<file path="src/rtl/game_pkg.sv">
// rtl/game_pkg.sv - shared state encoding and default parameters for game flow control
//
// Purpose : state enum for game_flow_fsm, default parameter values and the
//           bit positions of the registered indicator vector.
// Ports   : none (package).
package game_pkg;

  localparam int DEF_NUM_LEVELS    = 4;
  localparam int DEF_NUM_LIVES     = 3;
  localparam int DEF_SPLASH_CYCLES = 50_000_000;

  typedef enum logic [3:0] {
    S_IDLE,
    S_INIT,
    S_PLAY,
    S_PAUSE,
    S_LIFE_LOST,
    S_LOSE,
    S_WIN,
    S_COMPLETE,
    S_RESET_INFO,
    S_NEXT_LEVEL
  } game_state_t;

  // Bit positions inside the registered indicator vector.
  localparam int O_PRESS      = 9;
  localparam int O_INIT       = 8;
  localparam int O_PLAY       = 7;
  localparam int O_PAUSED     = 6;
  localparam int O_LIFE_LOST  = 5;
  localparam int O_WON        = 4;
  localparam int O_LOST       = 3;
  localparam int O_COMPLETE   = 2;
  localparam int O_RESET_INFO = 1;
  localparam int O_NEXT_LEVEL = 0;
  localparam int O_COUNT      = 10;

endpackage

</file>
<file path="src/rtl/splash_timer.sv">
// rtl/splash_timer.sv - saturating cycle counter measuring time spent in a game state
//
// Purpose : counts cycles since the last clear and flags when SPLASH_CYCLES
//           cycles have elapsed; holds there (no wrap) until cleared.
// Ports   : clk    - system clock
//           resetN - synchronous active-low reset
//           clear  - restart the count (asserted on every state change)
//           done   - SPLASH_CYCLES cycles have elapsed since the last clear
module splash_timer
  import game_pkg::*;
#(
  parameter int SPLASH_CYCLES = DEF_SPLASH_CYCLES
) (
  input  logic clk,
  input  logic resetN,
  input  logic clear,
  output logic done
);

  localparam int CW = $clog2(SPLASH_CYCLES + 1);

  logic [CW-1:0] cnt;

  always_ff @(posedge clk) begin
    if (!resetN) begin
      cnt <= '0;
    end else if (clear) begin
      cnt <= '0;
    end else if (!done) begin
      cnt <= cnt + CW'(1);
    end
  end

  assign done = (cnt == CW'(SPLASH_CYCLES));

endmodule

</file>
<file path="src/rtl/game_flow_fsm.sv">
// rtl/game_flow_fsm.sv - top-level game flow state machine (levels, lives, splash screens)
//
// Purpose : sequences a game through start, board init, play, life loss,
//           level win, game over and game complete, tracking level and lives.
//           Optional pause support is compiled in with macro GAME_PAUSE_EN.
// Ports   : clk, resetN            - clock, synchronous active-low reset
//           startInit              - start/continue request (level-sensitive)
//           initFinished           - board initialisation done
//           win, lose              - level cleared / player hit (PLAY only)
//           pauseReq               - single-cycle pause toggle
//           pressToStart..nextLevel - registered state indicators, one cycle behind state
//           level                  - current level, 0-based
//           livesLeft              - remaining lives
module game_flow_fsm
  import game_pkg::*;
#(
  parameter int NUM_LEVELS    = DEF_NUM_LEVELS,
  parameter int NUM_LIVES     = DEF_NUM_LIVES,
  parameter int SPLASH_CYCLES = DEF_SPLASH_CYCLES
) (
  input  logic                               clk,
  input  logic                               resetN,
  input  logic                               startInit,
  input  logic                               initFinished,
  input  logic                               win,
  input  logic                               lose,
  input  logic                               pauseReq,
  output logic                               pressToStart,
  output logic                               initGame,
  output logic                               playGame,
  output logic                               paused,
  output logic                               lifeLost,
  output logic                               gameWon,
  output logic                               gameLost,
  output logic                               gameComplete,
  output logic                               resetInfo,
  output logic                               nextLevel,
  output logic [$clog2(NUM_LEVELS+1)-1:0]    level,
  output logic [$clog2(NUM_LIVES+1)-1:0]     livesLeft
);

  localparam int LW  = $clog2(NUM_LEVELS + 1);
  localparam int LVW = $clog2(NUM_LIVES + 1);

  game_state_t        state, state_next;
  logic [LW-1:0]      level_next;
  logic [LVW-1:0]     lives_next;
  logic [O_COUNT-1:0] ind_d, ind_q;
  logic               splash_done;
  logic               pause_hit;

`ifdef GAME_PAUSE_EN
  assign pause_hit = pauseReq;
`else
  logic unused_pause;
  assign unused_pause = pauseReq;
  assign pause_hit    = 1'b0;
`endif

  splash_timer #(
    .SPLASH_CYCLES(SPLASH_CYCLES)
  ) u_splash (
    .clk   (clk),
    .resetN(resetN),
    .clear (state_next != state),
    .done  (splash_done)
  );

  always_ff @(posedge clk) begin
    if (!resetN) begin
      state     <= S_IDLE;
      ind_q     <= '0;
      level     <= '0;
      livesLeft <= LVW'(NUM_LIVES);
    end else begin
      state     <= state_next;
      ind_q     <= ind_d;
      level     <= level_next;
      livesLeft <= lives_next;
    end
  end

  always_comb begin
    state_next = state;
    level_next = level;
    lives_next = livesLeft;
    ind_d      = '0;

    case (state)
      S_IDLE: begin
        ind_d[O_PRESS] = 1'b1;
        if (startInit) state_next = S_INIT;
      end
      S_INIT: begin
        ind_d[O_INIT] = 1'b1;
        if (initFinished) state_next = S_PLAY;
      end
      S_PLAY: begin
        ind_d[O_PLAY] = 1'b1;
        // A pause request masks win/lose in the same cycle; win beats lose.
        if (pause_hit) begin
          state_next = S_PAUSE;
        end else if (win) begin
          state_next = (level == LW'(NUM_LEVELS - 1)) ? S_COMPLETE : S_WIN;
        end else if (lose) begin
          if (livesLeft != '0) lives_next = livesLeft - LVW'(1);
          state_next = (livesLeft == LVW'(1)) ? S_LOSE : S_LIFE_LOST;
        end
      end
      S_PAUSE: begin
`ifdef GAME_PAUSE_EN
        ind_d[O_PAUSED] = 1'b1;
`endif
        if (pause_hit) state_next = S_PLAY;
      end
      S_LIFE_LOST: begin
        ind_d[O_LIFE_LOST] = 1'b1;
        if (splash_done) state_next = S_INIT;
      end
      S_LOSE: begin
        ind_d[O_LOST] = 1'b1;
        if (splash_done && startInit) state_next = S_RESET_INFO;
      end
      S_COMPLETE: begin
        ind_d[O_COMPLETE] = 1'b1;
        if (splash_done && startInit) state_next = S_RESET_INFO;
      end
      S_WIN: begin
        ind_d[O_WON] = 1'b1;
        if (splash_done && startInit) state_next = S_NEXT_LEVEL;
      end
      S_RESET_INFO: begin
        ind_d[O_LOST]       = 1'b1;
        ind_d[O_RESET_INFO] = 1'b1;
        level_next          = '0;
        lives_next          = LVW'(NUM_LIVES);
        state_next          = S_INIT;
      end
      S_NEXT_LEVEL: begin
        ind_d[O_WON]        = 1'b1;
        ind_d[O_NEXT_LEVEL] = 1'b1;
        if (level < LW'(NUM_LEVELS - 1)) level_next = level + LW'(1);
        state_next          = S_INIT;
      end
      default: state_next = S_IDLE;
    endcase
  end

  assign pressToStart = ind_q[O_PRESS];
  assign initGame     = ind_q[O_INIT];
  assign playGame     = ind_q[O_PLAY];
  assign paused       = ind_q[O_PAUSED];
  assign lifeLost     = ind_q[O_LIFE_LOST];
  assign gameWon      = ind_q[O_WON];
  assign gameLost     = ind_q[O_LOST];
  assign gameComplete = ind_q[O_COMPLETE];
  assign resetInfo    = ind_q[O_RESET_INFO];
  assign nextLevel    = ind_q[O_NEXT_LEVEL];

endmodule

</file>
<file path="config.mk">
export PLATFORM = sky130hd
export DESIGN_NAME = game_flow_fsm
export DESIGN_NICKNAME = d
export VERILOG_FILES = /design/src/rtl/game_pkg.sv /design/src/rtl/splash_timer.sv /design/src/rtl/game_flow_fsm.sv
export SDC_FILE = /design/constraint.sdc
export NUM_CORES = 1
export LEC_CHECK = 0
export ABC_CLOCK_PERIOD_IN_PS = 7000
export CAP_MARGIN = 20
export CORE_MARGIN = 4
export CORE_UTILIZATION = 55
export DETAILED_ROUTE_END_ITERATION = 6
export GPL_TIMING_DRIVEN = 0
export PLACE_DENSITY = 0.86
export SLEW_MARGIN = 20
export SYNTH_ARGS = -nofsm -noshare
export SYNTH_HDL_FRONTEND = slang
export SYNTH_HIERARCHICAL = 1
export SYNTH_SLANG_ARGS = --single-unit
</file>
<file path="constraint.sdc">
create_clock -name clk -period 7 [get_ports clk]
set_input_delay 0.7 -clock clk [delete_from_list [all_inputs] [get_ports clk]]
set_output_delay 0.7 -clock clk [all_outputs]
set_load 0.05 [all_outputs]
</file>
==> impl_metrics.toml, run 1 <==
[logic_synthesis]
ys.flop_type = "dfxtp_1"
synth_area_leaders = "dfxtp_1 39%, a21oi_1 5.8%, nor2_1 4.4%, o31ai_1 3.7%, or4_1 3.7%"
syn_avg_cell_area_um2 = 8.44
seq_area_frac_synth_pct = 39.4
synth_cells = 265
ys.warnings.count = 6
post-synth-top-count-cell = "dfxtp_1"
synth-async-reset-ratio_pct = 0
synthDistinctLibCells = 47
synth_area_um2 = 2240
ys_ff_latch = 44
synthTopCellsByCount = "44 x dfxtp_1, 26 x a21oi_1, 26 x nor2_1"
synth_edf_count = 0
synth_top_area_share_pct = 39.4
yosysTopAreaCell = "dfxtp_1"
syn-num-nets = 278

[flow_run]
maxCapViolations = 0

[route]
vias = 2053
firstDrtPassIters = 4
wire_per_inst_um = 14.7
drtAntennaViolNets = 0
drt_iter0_drc = 121
wl_mm = 5.00
drc = 0
via_per_inst = 6.04

[clocking]
cts-resized-gates = 0
numCtsBuffers = 5
h-tree-depth = 2
clk_path_buf_depth = 2
hold_buffers = 0
clock_sinks = 44
cts.clk_slew.worst_paths_ps = 80
cts_tree = "done"
cts-root-buf = "clkbuf_8"
clk_latency_ps = 300
post-cts-setup-buffer-count = 0

[grt]
gr-total-overflow = 0
grt_pass1_vias = 1918
grt_pass1_wl_mm = 8.52
grt_util_met1_pct = 27.0
use_met2_pct = 33.6
antenna_found_initial = 0
grt.met3_usage_pct = 4.77
grt_max_degree = 14
grt_usage_pct = 20.6
busiest_layer = "met2"

[cells_and_area]
final_util_pct = 68.3
final_nets = 304
synthToLayoutAreaGrowth_pct = 16.0
drive_gt1_share_pct = 8.56
antenna-diode-count = 0

[worst_setup_path]
crit_fanout = 10
cp.arrival_ps = 3220
path_buf_inv = 2
endpoint_kind = "register"
crit_chain = "nor4bb_1, nand4_1, nor2_1, nand2_1, nor2_1, a21oi_1, and3_1, a21oi_2, nand2b_1, clkbuf_1, clkbuf_1, a21oi_1"
crit_family = "simple AND/OR/NAND/NOR gates"
worstPathRequired_ps = 7160
crit_path_top_delay_cell = "clkbuf_1"
crit_type = "register to register"
slowest_delay_ps = 470
worstSetupStartpointType = "register"

[sta]
slew_headroom_pct = 65.1
skew_ps = 8.47
setup_viol = 0
finalSetupTns_ps = 0
slew_violations = 0
rsz0062_at_grt = "false"
hold_viol_final = 0
fmax_ghz = 0.327
worst_pin_slew_ps = 524
fin_crit_sh_pct = 43.7
finalCriticalPeriod_ps = 3060

[floorplanning]
ioPinCount = 22
start_util_pct = 58.9
row_count = 22
dieArea_um2 = 5150
die_y_um = 71.8
core_area_um2 = 3800
fp.dieW_um = 71.8

[placement]
io_buffer_count = 19
dp_hpwl_mm = 3.63
gp_congestion = 0.863

[power_and_ir_drop]
vdd_ir_drop_max_mv = 0.128
p_per_area_nw_per_um2 = 193
leakagePower_nw = 0.932

[outcome]
status = "completed"

[hold_path]
hp-class = "register to register"
-- layout make-up --
type                            count  area [um^2]
Inverter                           12         45.0
Fill cell                         321         1200
Multi-Input combinational cell    195         1240
Sequential cell                    44          881
Timing Repair Buffer               19          190
Buffer                             14         72.6
Clock buffer                        6         72.6
Clock inverter                      2         35.0
Tap cell                           48         60.1
-- metal layers --
layer  part of all wire (%)  wire length (um)  up-vias
met4                    1.6                80        0
met5                      0                 0        -
met3                    4.6               229        9
met1                     47              2330      990
met2                     47              2360       52
li1                       -                 -     1002
-- placed cells by master, fill, tap and decap left out, types with 2 or more instances in the layout --
cell type        count
inv_1               12
xor2_1               8
o21ai_2              2
nor4_1               5
and3_1               4
o31ai_1             11
mux2i_1              3
buf_4                2
ha_1                 6
nand2_1             20
nor3_1               4
nand4_1              6
or4_1               11
and4_1               5
a21oi_1             26
o21ai_0             10
nor2_1              26
nand2b_1             4
nand3_1             11
clkbuf_1             8
dfxtp_1             44
nor2b_1              4
or3_1                3
a31oi_1              2
xnor2_1              2
clkdlybuf4s50_1     19
buf_2                4
clkbuf_8             5
and2_1               3
-- report_power, final --
group          switching, W  total [W]  internal [W]
combinational     0.0000338  0.0000520     0.0000181
clock             0.0000849   0.000191      0.000106
sequential       0.00000363   0.000258      0.000254
total              0.000122   0.000501      0.000378
-- path summary, 6_finish.rpt --
kind	from	to	slack (ps)	depth (start not counted)
max	u_splash/cnt[7]$_SDFFE_PP0P_	u_splash/cnt[20]$_SDFFE_PP0P_	3940	12
min	u_splash/cnt[25]$_SDFFE_PP0P_	u_splash/cnt[25]$_SDFFE_PP0P_	510	2
max reg2reg	u_splash/cnt[7]$_SDFFE_PP0P_	u_splash/cnt[20]$_SDFFE_PP0P_	3940	12
min reg2reg	u_splash/cnt[25]$_SDFFE_PP0P_	u_splash/cnt[25]$_SDFFE_PP0P_	510	2
-- kinds of logic after synthesis --
group	share of synthesized area, %
buf+inv	5.26
xor+xnor	3.92
fa+ha+maj	3.36
flops	39.4
simple gates	29.9
other cells	0.168
compound gates	16.2
mux	1.85
-- worst reg2reg max path, delay by kind of cell, from the launching register on --
| family | cells | cell delay, ps |
|---|---|---|
| compound gates | 3 | 250 |
| buf+inv | 2 | 790 |
| flops | 1 | 420 |
| simple gates | 7 | 1460 |
-- registers in the layout, indices dropped and copies added (netlist names) --
| signal | flops |
|---|---|
| ind_q | 9 |
| state | 4 |
| livesLeft | 2 |
| u_splash/cnt | 26 |
| level | 3 |
-- stage by stage --
stage	worst slack, ps	cells	total power, W	instance area (um^2)	hold slack [ps]
after floorplan	4580	265	0.000298	2240	447
after global placement	3930	332	0.000314	2490	470
after detailed placement	3900	332	0.000315	2490	483
after CTS	3960	340	0.000503	2590	495
after global routing	3550	340	0.000519	2590	516
final	3940	340	0.000501	2590	507
(Power assumes the default switching activity.)
==> run 2, diff against run 1 <==
--- a/config.mk
+++ b/config.mk
@@ -5,7 +5,7 @@
 export SDC_FILE = /design/constraint.sdc
 export NUM_CORES = 1
 export LEC_CHECK = 0
-export ABC_CLOCK_PERIOD_IN_PS = 7000
+export ABC_CLOCK_PERIOD_IN_PS = 3100
 export CAP_MARGIN = 20
 export CORE_MARGIN = 4
 export CORE_UTILIZATION = 55
==> constraint.sdc (replaced) <==
create_clock -name clk -period 3.1 [get_ports clk]
set_input_delay 0.31 -clock clk [delete_from_list [all_inputs] [get_ports clk]]
set_output_delay 0.31 -clock clk [all_outputs]
set_load 0.05 [all_outputs]
==> impl_metrics.toml, run 2 (same netlist as run 1, synthesis figures left out) <==
[floorplanning]
ioPinCount = 22
start_util_pct = 58.9
dieArea_um2 = 5150
row_count = 22
fp.dieW_um = 71.8
die_y_um = 71.8
core_area_um2 = 3800

[route]
drc = 0
via_per_inst = 6.03
wl_mm = 4.99
drtAntennaViolNets = 0
drt_iter0_drc = 111
firstDrtPassIters = 4
wire_per_inst_um = 14.7
vias = 2043

[power_and_ir_drop]
finalPower_w = 0.00113
vdd_ir_drop_max_mv = 0.289
p_per_area_nw_per_um2 = 435
leakagePower_nw = 0.936

[cells_and_area]
regMostFlops = "u_splash/cnt"
synthToLayoutAreaGrowth_pct = 16.1
layout_common_cells = "44 x dfxtp_1, 26 x a21oi_1, 25 x nor2_1"
top_regs = "u_splash/cnt x26, ind_q x9, state x4"
drive_gt1_share_pct = 9.62
antenna-diode-count = 0
final_nets = 303
mostFrequentLayoutCell = "dfxtp_1"
n_fill_cell = 321
largest_reg_flops = 26

[placement]
post-place-ws_ps = 108
io_buffer_count = 19
dp_hpwl_mm = 3.63
gp_congestion = 0.863

[worst_setup_path]
worstSetupStartpointType = "register"
crit_fanout = 10
slowest_delay_ps = 420
cp.arrival_ps = 2870
crit_chain = "nor4bb_1, nand4_1, nor2_2, nand2_1, nor2_1, a21oi_1, and3_1, a21oi_2, nand2b_1, clkbuf_2, nor2_1"
endpoint_kind = "register"
crit_family = "simple AND/OR/NAND/NOR gates"
reg2reg_slack_ps = 410
crit_path_top_delay_cell = "dfxtp_1"
crit_type = "register to register"
crit_path_frequent_cell = "nor2_1"
path_buf_inv = 1
worstPathRequired_ps = 3280

[flow_run]
maxCapViolations = 0

[sta]
setup_ws_ps = 413
worst_pin_slew_ps = 517
finalSetupTns_ps = 0
hold_viol_final = 0
finalCriticalPeriod_ps = 2690
skew_ps = 7.85
whs_ps = 503
setup_viol = 0
slew_violations = 0
rsz0062_at_grt = "false"
slew_headroom_pct = 65.4
fin_crit_sh_pct = 86.7
fmax_ghz = 0.372

[grt]
grt_usage_pct = 20.6
antenna_found_initial = 0
gr-total-overflow = 0
grt_pass1_wl_mm = 8.52
grt_pass1_vias = 1918
grt_max_degree = 14

[clocking]
cts-root-buf = "clkbuf_8"
clk_path_buf_depth = 2
cts.clk_slew.worst_paths_ps = 80
clk_latency_ps = 300
clock_sinks = 44
cts_tree = "done"
h-tree-depth = 2
post-cts-setup-buffer-count = 0
numCtsBuffers = 5

[outcome]
status = "completed"

[hold_path]
hp-class = "register to register"
## run 2: changes by cell type in the layout (fill, tap and decap cells not counted), sizes merged
| cell | before | now |
|---|---|---|
| clkbuf | 13 | 12 |
## run 2: worst register-to-register path, cell delays in order (launching register included)
cell and delay [ps]:
dfxtp_1 420, nor4bb_1 370, nand4_1 190, nor2_2 240, nand2_1 120, nor2_1 140, a21oi_1 90, and3_1 210
a21oi_2 80, nand2b_1 300, clkbuf_2 320, nor2_1 80
## run 2: final cells by class
type                    count  area [um^2]  area share [%]
flip-flops and latches     44          881            33.9
clock buffers               6         72.6            2.80
inverters                  12         45.0            1.73
plain buffers              13         71.3            2.75
well taps                  48         60.1            2.31
multi-input cells         195         1240            47.8
clock inverters             2         35.0            1.35
repair buffers             19          190            7.33
## run 2: path summary, 6_finish.rpt
check,from,to,depth (start not counted)
setup / recovery,u_splash/cnt[7]$_SDFFE_PP0P_,u_splash/cnt[3]$_SDFFE_PP0P_,11
hold / removal,u_splash/cnt[25]$_SDFFE_PP0P_,u_splash/cnt[25]$_SDFFE_PP0P_,2
setup reg to reg,u_splash/cnt[7]$_SDFFE_PP0P_,u_splash/cnt[3]$_SDFFE_PP0P_,11
hold reg to reg,u_splash/cnt[25]$_SDFFE_PP0P_,u_splash/cnt[25]$_SDFFE_PP0P_,2
## run 2: layer usage
layer	GRT usage (%)	routed length, um	vias up
li1	-	-	1003
met1	27.0	2320	977
met2	33.6	2340	55
met3	4.77	247	8
met4	6.26	80	0
met5	0	0	-
## run 2: where the power goes
part           internal (W)  switching [W]  leakage [nW]  total (W)
sequential         0.000574     0.00000825         0.356   0.000583
clock              0.000239       0.000191        0.0552   0.000430
combinational     0.0000411      0.0000760         0.526   0.000117
## run 2: per-stage QoR
step	util, %	cell area, um^2	std cells
after detailed placement	65.5	2490	332
after CTS	68.3	2590	340
after global placement	65.5	2490	332
final	68.3	2600	339
after floorplan	-	2240	265
after global routing	68.3	2600	339
## run 2: repair_timing
action	in CTS	in global routing
hold buffers	0	0
endpoints found under the hold margin	0	0
resized for setup	0	5
endpoints found under the setup margin	0	20
==> run 3, diff against run 2 <==
--- a/config.mk
+++ b/config.mk
@@ -17,3 +17,4 @@
 export SYNTH_HDL_FRONTEND = slang
 export SYNTH_HIERARCHICAL = 1
 export SYNTH_SLANG_ARGS = --single-unit
+export TNS_END_PERCENT = 20
==> results of run 3 <==
The final DEF is identical to that of run 2; final timing and power are the same.
